[src/rtl/divisor_frec_prog.sv]
// Programmable multi-channel clock divider: per-channel period/high time loaded over a
// valid/ready port, swapped in glitch-free at the next period boundary.

module divisor_frec_prog_ch #(
   parameter int CNT_W   = 26,
   parameter int DEF_DIV = 2
) (
   input  logic             clk_intput,
   input  logic             rst_n,
   input  logic             en,
   input  logic             ld,
   input  logic [CNT_W-1:0] ld_div,
   input  logic [CNT_W-1:0] ld_high,
   output logic             pending,
   output logic             clk_out,
   output logic             tick
);
   localparam logic [CNT_W-1:0] DEF_D = CNT_W'(DEF_DIV);
   localparam logic [CNT_W-1:0] DEF_H = CNT_W'(DEF_DIV / 2);
   localparam logic [CNT_W-1:0] ONE   = CNT_W'(1);

   logic [CNT_W-1:0] cnt_q, cnt_d, div_a_q, div_a_d, high_a_q, high_a_d;
   logic [CNT_W-1:0] div_s_q, div_s_d, high_s_q, high_s_d, pos;
   logic             run_q, run_d, pending_q, pending_d;
   logic             clk_out_q, clk_out_d, tick_q, tick_d;

   // cnt_q is the position of the cycle currently shown on clk_out/tick; run_q tells
   // whether that position is live or the channel is just coming out of idle.
   always_comb begin
      cnt_d     = cnt_q;
      run_d     = run_q;
      div_a_d   = div_a_q;
      high_a_d  = high_a_q;
      div_s_d   = div_s_q;
      high_s_d  = high_s_q;
      pending_d = pending_q;
      clk_out_d = 1'b0;
      tick_d    = 1'b0;
      pos       = '0;
      if (!en) begin
         cnt_d = '0;
         run_d = 1'b0;
         if (pending_q) begin
            div_a_d   = div_s_q;
            high_a_d  = high_s_q;
            pending_d = 1'b0;
         end
      end else begin
         run_d = 1'b1;
         if (run_q && (cnt_q < div_a_q - ONE)) begin
            pos = cnt_q + ONE;
         end else if (run_q && pending_q) begin
            div_a_d   = div_s_q;
            high_a_d  = high_s_q;
            pending_d = 1'b0;
         end
         cnt_d     = pos;
         clk_out_d = (pos < high_a_d);
         tick_d    = (pos == '0);
      end
      // An idle channel takes new settings straight away, so pending never shows there.
      if (ld) begin
         div_s_d  = ld_div;
         high_s_d = ld_high;
         if (en) begin
            pending_d = 1'b1;
         end else begin
            div_a_d  = ld_div;
            high_a_d = ld_high;
         end
      end
   end

   always_ff @(posedge clk_intput) begin
      if (!rst_n) begin
         cnt_q     <= '0;
         run_q     <= 1'b0;
         div_a_q   <= DEF_D;
         high_a_q  <= DEF_H;
         div_s_q   <= DEF_D;
         high_s_q  <= DEF_H;
         pending_q <= 1'b0;
         clk_out_q <= 1'b0;
         tick_q    <= 1'b0;
      end else begin
         cnt_q     <= cnt_d;
         run_q     <= run_d;
         div_a_q   <= div_a_d;
         high_a_q  <= high_a_d;
         div_s_q   <= div_s_d;
         high_s_q  <= high_s_d;
         pending_q <= pending_d;
         clk_out_q <= clk_out_d;
         tick_q    <= tick_d;
      end
   end

   assign pending = pending_q;
   assign clk_out = clk_out_q;
   assign tick    = tick_q;
endmodule

module divisor_frec_prog #(
   parameter int N_CH    = 4,
   parameter int CNT_W   = 26,
   parameter int DEF_DIV = 2,
   parameter int CH_W    = (N_CH > 1) ? $clog2(N_CH) : 1
) (
   input  logic             clk_intput,
   input  logic             rst_n,
   input  logic [N_CH-1:0]  en,
   input  logic             cfg_valid,
   output logic             cfg_ready,
   input  logic [CH_W-1:0]  cfg_ch,
   input  logic [CNT_W-1:0] cfg_div,
   input  logic [CNT_W-1:0] cfg_high,
   output logic             cfg_err,
   output logic [N_CH-1:0]  clk_out,
   output logic [N_CH-1:0]  tick
);
   logic [N_CH-1:0] pend, ld;
   logic            ch_ok, pend_sel, accept, bad, cfg_err_q, cfg_err_d;

   always_comb begin
      pend_sel = 1'b0;
      for (int i = 0; i < N_CH; i++) begin
         if (cfg_ch == CH_W'(i)) pend_sel = pend[i];
      end
      ch_ok     = ({1'b0, cfg_ch} < (CH_W + 1)'(N_CH));
      cfg_ready = rst_n & ~(ch_ok & pend_sel);
      accept    = cfg_valid & cfg_ready;
      bad       = (cfg_div < CNT_W'(2)) | ~ch_ok;
      cfg_err_d = accept & bad;
   end

   always_ff @(posedge clk_intput) begin
      if (!rst_n) cfg_err_q <= 1'b0;
      else        cfg_err_q <= cfg_err_d;
   end

   assign cfg_err = cfg_err_q;

   for (genvar gi = 0; gi < N_CH; gi++) begin : g_ch
      assign ld[gi] = accept & ~bad & (cfg_ch == CH_W'(gi));
      divisor_frec_prog_ch #(.CNT_W(CNT_W), .DEF_DIV(DEF_DIV)) u_ch (
         .clk_intput (clk_intput),
         .rst_n      (rst_n),
         .en         (en[gi]),
         .ld         (ld[gi]),
         .ld_div     (cfg_div),
         .ld_high    (cfg_high),
         .pending    (pend[gi]),
         .clk_out    (clk_out[gi]),
         .tick       (tick[gi])
      );
   end
endmodule

[config.mk]
export PLATFORM = sky130hd
export DESIGN_NAME = divisor_frec_prog
export DESIGN_NICKNAME = d
export VERILOG_FILES = /design/src/rtl/divisor_frec_prog.sv
export SDC_FILE = /design/constraint.sdc
export NUM_CORES = 2
export LEC_CHECK = 0
export ABC_AREA = 1
export CAP_MARGIN = 15
export CORE_UTILIZATION = 55
export DETAILED_ROUTE_END_ITERATION = 8
export PLACE_DENSITY = 0.72
export SLEW_MARGIN = 30
export SYNTH_ARGS = -nofsm -noshare
export SYNTH_HDL_FRONTEND = slang
export SYNTH_HIERARCHICAL = 1
export SYNTH_SLANG_ARGS = --single-unit
[constraint.sdc]
create_clock -name clk_intput -period 5.9 [get_ports clk_intput]
set_clock_uncertainty 0.2 [all_clocks]
set_input_delay 1.18 -clock clk_intput [delete_from_list [all_inputs] [get_ports clk_intput]]
set_output_delay 1.18 -clock clk_intput [all_outputs]
set_load 0.005 [all_outputs]
## Yosys cells after proc, flatten, opt, wreduce, memory -nomap -nowiden

Cells that the tools add are included.

- Flip-flop bits (word level): 537
- Bits of input ports: 61
- Output and inout bits: 10
- Word-level logic and storage cells: 172

- Add/subtract/negate cells: 8
- $lt $le $gt $ge: 9
- Equality and inequality tests: 3
- Multiplexer cells: 88
- Bitwise gates (word level): 10
- Reductions and logical operators: 17

Operators by type and width:

| cell | count |
|---|---|
| $mux W26 | 60 |
| $lt A26 B26 Y1 | 8 |
| $add A26 B1 Y26 const B | 4 |
| $logic_not A26 Y1 | 4 |
| $sub A26 B1 Y26 const B | 4 |
| $mux W1 | 28 |
| $lt A26 B2 Y1 const B | 1 |
| $and A1 B1 Y1 | 8 |
| $logic_and A1 B1 Y1 | 8 |
| $reduce_and A2 Y1 | 4 |
| $eq A2 B2 Y1 const B | 2 |
| $eq A2 B1 Y1 const B | 1 |
| $logic_not A2 Y1 | 1 |
| $not A1 Y1 | 2 |

## Depth between registers and ports, before layout

- Depth after elaboration: 11
- Depth in mapped cells: 35
- Depth with buffers taken out: 34

## By module

The synthesis kept the hierarchy.

By module, submodules not included:

| module | instances | cells an instance | area an instance (um2) | sequential area each (um2) |
|---|---|---|---|---|
| divisor_frec_prog_ch at g_ch[1].u_ch ... | 2 | 1,258 | 8,449.4 | 2,682.6 |
| divisor_frec_prog_ch at g_ch[3].u_ch | 1 | 1,263 | 8,484.4 | 2,682.6 |
| divisor_frec_prog_ch at g_ch[0].u_ch | 1 | 1,257 | 8,463.1 | 2,682.6 |
| divisor_frec_prog | 1 | 46 | 211.5 | 20.0 |

## Least setup slack after synthesis

No wires, ideal clock.

- Kind: flip-flop to flip-flop
- From: register g_ch[1].u_ch.div_a_q[0]
- To: register g_ch[1].u_ch.clk_out_q
- Setup time: 0.125 ns
- Data arrival time: 4.109 ns
- Required time: 5.575 ns
- Setup slack: 1.466 ns
- Cell stages (with the launch flop): 28
- Path buffers: 1
- Clock period less this slack: 4.434 ns
- Cell sequence: dfxtp_1 -> inv_2 -> ha_1 -> nand2_1 -> nor3_2 -> and2_2 -> nand4_4 -> nor3_4 -> and3_1 -> nand3_1 -> xor2_1 -> ha_1 -> nand2_1 -> nor2_1 -> nand3_1 -> nor2_1 -> nand2_2 -> nand2_1 -> nand2_1 -> buf_2 -> o22ai_1 -> inv_1 -> ha_1 -> nand2_1 -> nor4_1 -> nand2_1 -> nor4b_1 -> a21oi_1

- Word-level cells in the longest chain between the ends: 6
- Elaborated cells on any way between the ends: 8
- Those cells by class: add/sub: 1; order compare: 2; mux: 4; reduce/logical: 1

Ends and longest elaborated chain:

| element | line | RTL |
|---|---|---|
| from (decl) | 22 | `logic [CNT_W-1:0] cnt_q, cnt_d, div_a_q, div_a_d, high_a_q, high_a_d;` |
| from (signal assigned) | 88 | `div_a_q <= div_a_d;` |
| $sub A26 B1 Y26 (*) | 50 | `if (run_q && (cnt_q < div_a_q - ONE)) begin` |
| $lt A26 B26 Y1 (*) | 50 |  |
| $logic_and A1 B1 Y1 (*) | 50 |  |
| $mux W26 | 50 |  |
| $mux W26 | 40 | `if (!en) begin` |
| $lt A26 B26 Y1 (*) | 58 | `clk_out_d = (pos < high_a_d);` |
| to (signal assigned) | 93 | `clk_out_q <= clk_out_d;` |
| to (decl) | 25 | `logic clk_out_q, clk_out_d, tick_q, tick_d;` |

Mark *: on every way between the ends. The rest lies on a longest branch, timed or not. The select of a mux whose other input is x is not followed.
A chain may end at the register's enable or synchronous reset.

## Worst setup path after layout

- From: register g_ch[2].u_ch.div_a_q[0]
- To: register g_ch[2].u_ch.clk_out_q

- Word-level cells in the longest chain between the ends: 6
- Elaborated cells on any way between the ends: 8
- Those cells by class: add/sub: 1; order compare: 2; mux: 4; reduce/logical: 1

Ends and longest elaborated chain:

| element | line |
|---|---|
| from (decl) | 22 |
| from (signal assigned) | 88 |
| $sub A26 B1 Y26 (*) | 50 |
| $lt A26 B26 Y1 (*) | 50 |
| $logic_and A1 B1 Y1 (*) | 50 |
| $mux W26 | 50 |
| $mux W26 | 40 |
| $lt A26 B26 Y1 (*) | 58 |
| to (signal assigned) | 93 |
| to (decl) | 25 |

Marks and branches as above.

==> summary.txt <==
Route
  • DR pass1 iterations: 5
  • Final wirelength: 102,000 um
  • DRC: 0
  • Antenna viol nets, final: 0
  • Number of vias per cell: 5.67
  • DRT iter0 DRCs: 3,410
  • Vias: 33,200
  • Average wire per cell in the routed design: 17.4 um

Timing
  • Final period util: 0.889
  • Slew headroom: 0.403
  • Hold Violations, Final: 0
  • Max-slew violations: 0
  • RSZ-0062 raised after global routing: no
  • Worst slew pin tran: 0.894 ns
  • F_max: 0.191 GHz
  • TNS Setup: 0 ns
  • Post-route worst setup slack: 0.655 ns
  • Final setup fails: 0
  • Tmin final: 5.25 ns

Floorplan
  • Initial Util: 0.560
  • DIE HEIGHT: 251 um
  • IO Count: 71
  • Die W: 251 um
  • Die area: 0.0629 mm^2
  • Site Rows: 90
  • CORE AREA: 0.0608 mm^2

Synthesis
  • EDFF count, synth: 0
  • Most frequent cells after synthesis: nand2_1, inv_1, dfxtp_1, o21ai_0, a21oi_1
  • Ys async rst share: 0
  • Area leader, netlist: dfxtp_1
  • Most used standard cell by instance count after synthesis: nand2_1
  • Cells after synthesis: 5,082
  • Synth Cell Area: 0.0341 mm^2
  • Syn nets: 5,351
  • Yosys reg bits: 537
  • Ys Warns: 6
  • Synth top area cells: dfxtp_1, nand2_1, inv_1, ha_1, o21ai_0
  • Distinct cells, synth: 62
  • Ys flop type: dfxtp_1
  • Syn_area_per_cell: 6.70 um^2
  • Post-synthesis sequential area ratio: 0.316
  • Synth top area share: 0.316

Global routing
  • Grt ovf: 0
  • First-pass GRT wire length: 161,000 um
  • Global Route Usage Sum: 0.319
  • Antenna violations before repair: 1
  • Number of global-route vias before repair: 29,700
  • Largest net degree at the start of global routing: 98

CTS
  • Worst-path clk slew: 0.06 ns
  • Clk_lat worst skew: 0.66 ns
  • Htree depth: 2
  • Root Driver: clkbuf_16
  • Clock sinks: 537
  • TritonCTS clock tree: yes
  • Post-CTS Hold Fix Bufs: 0
  • Num CTS Buffers: 61
  • Setup Buffers After CTS: 0
  • Clk buf depth: 3
  • Cts repair resizes: 0

Cells and area
  • Ant. Diodes: 0
  • Layout Area Growth over Synthesis: 9.61%
  • Layout cell share with drive strength beyond 1: 0.0810
  • Fin nets: 5,289

Worst setup path
  • Startpoint Class: register
  • Worst setup EP type: register
  • Slowest stage delay, CP: 0.47 ns
  • Worst reg-to-reg setup slack: 0.65 ns
  • Data arrival time of the worst path: 5.62 ns
  • Register-to-Register Path Depth: 28
  • Worst path required time: 6.28 ns
  • Setup CP Type: register to register
  • Worst path slowest cell: nand2_2
  • CP dominant cell by count: nand2_1
  • Worst Path Max Fanout: 27

Pwr
  • Max VDD drop: 0.239 mV
  • Leakage power: 16.5 nW
  • PD cells: 243 mW/mm^2

Place
  • Number of port buffers: 70
  • DP HPWL: 70,100 um
  • Pre-CTS setup slack: 0.686 ns
  • Global placement routability congestion: 0.959

Hold path
  • HP Class: register to register
  • Hold Path Depth: 2

Job
  • Max cap viols: 0

Status
  • Outcome: complete, no violations
-- layer usage --
metal / vias up / routed length [um] / track usage
li1: 16600 / - / -
met1: 15200 / 45900 / 0.449
met2: 1205 / 43600 / 0.494
met3: 180 / 8810 / 0.0486
met4: 4 / 3450 / 0.109
met5: - / 26 / 0
-- power by group --
| part | switching (W) | internal (W) |
|---|---|---|
| combinational | 0.000728 | 0.000377 |
| sequential | 0.0000884 | 0.00376 |
| clock | 0.00167 | 0.00246 |
| total | 0.00248 | 0.00659 |
-- final cells by class --
class / instances / area (um^2)
Tap cell: 782 / 978
Inverter: 752 / 2830
Sequential cell: 537 / 10800
Clock inverter: 34 / 453
Fill cell: 5760 / 23500
Clock buffer: 80 / 1730
Timing Repair Buffer: 134 / 1230
Multi-Input combinational cell: 3534 / 19400
-- logic make-up after synthesis --
kind of cell	count (synthesis)	share of synthesized area
xor gates and xnor gates	131	0.0339
AOI/OAI and AO/OA	1209	0.200
DFF	537	0.316
and+or+nand+nor	1986	0.256
adders and majority gates	208	0.0764
buffers and inverters	1011	0.117
-- sequential cells by signal (all words and copies together) (netlist names) --
name and count:
g_ch.u_ch/cnt_q 104, g_ch.u_ch/div_a_q 104, g_ch.u_ch/div_s_q 104, g_ch.u_ch/high_a_q 104, g_ch.u_ch/high_s_q 104, g_ch.u_ch/clk_out 4, g_ch.u_ch/pending 4, g_ch.u_ch/run_q 4
g_ch.u_ch/tick 4, cfg_err 1
-- layout by cell type, fill, tap and decap left out, types with 39 or more instances in the layout --
| master | instances |
|---|---|
| nand3_1 | 123 |
| dfxtp_1 | 533 |
| a31oi_1 | 184 |
| nand2_2 | 39 |
| clkbuf_16 | 61 |
| clkdlybuf4s50_1 | 70 |
| nor3_1 | 74 |
| buf_4 | 60 |
| inv_2 | 45 |
| xor2_1 | 120 |
| nand2_1 | 1242 |
| ha_1 | 208 |
| inv_1 | 698 |
| o21ai_0 | 355 |
| o22ai_1 | 168 |
| a21oi_1 | 341 |
| nand4_1 | 44 |
| o21ai_1 | 90 |
| nor2_1 | 312 |
-- per-stage QoR --
stage	instance area, um^2	hold WS, ns	total power [W]	utilization	cells
2_1_floorplan	34100	0.241	0.00465	-	5082
3_3_place_gp	35100	0.247	0.00498	0.578	5739
3_5_place_dp	35100	0.252	0.00500	0.578	5739
4_1_cts	37300	0.261	0.00912	0.614	5853
5_1_grt	37300	0.273	0.00943	0.614	5853
6_report	37300	0.260	0.00908	0.614	5853
-- final timing paths --
kind,from,endpoint
worst max-delay path,g_ch[2].u_ch/div_a_q[0]$_SDFF_PN0_,g_ch[2].u_ch/clk_out$_SDFF_PN0_
worst min-delay path,g_ch[2].u_ch/high_s_q[18]$_SDFFE_PN0P_,g_ch[2].u_ch/high_s_q[18]$_SDFFE_PN0P_
worst max register to register,g_ch[2].u_ch/div_a_q[0]$_SDFF_PN0_,g_ch[2].u_ch/clk_out$_SDFF_PN0_
worst min register to register,g_ch[2].u_ch/high_s_q[18]$_SDFFE_PN0P_,g_ch[2].u_ch/high_s_q[18]$_SDFFE_PN0P_
-- worst max-delay path: cells and delay by family (launching register included) --
kind                       cells  cell delay (ns)
and+or+nand+nor               16             2.26
DFF                            1             0.32
adders and majority gates      3             0.71
xor gates and xnor gates       1             0.16
buffers and inverters          3             0.59
AOI/OAI and AO/OA              5             0.90
Note: power is estimated with default switching activity, not from simulation.
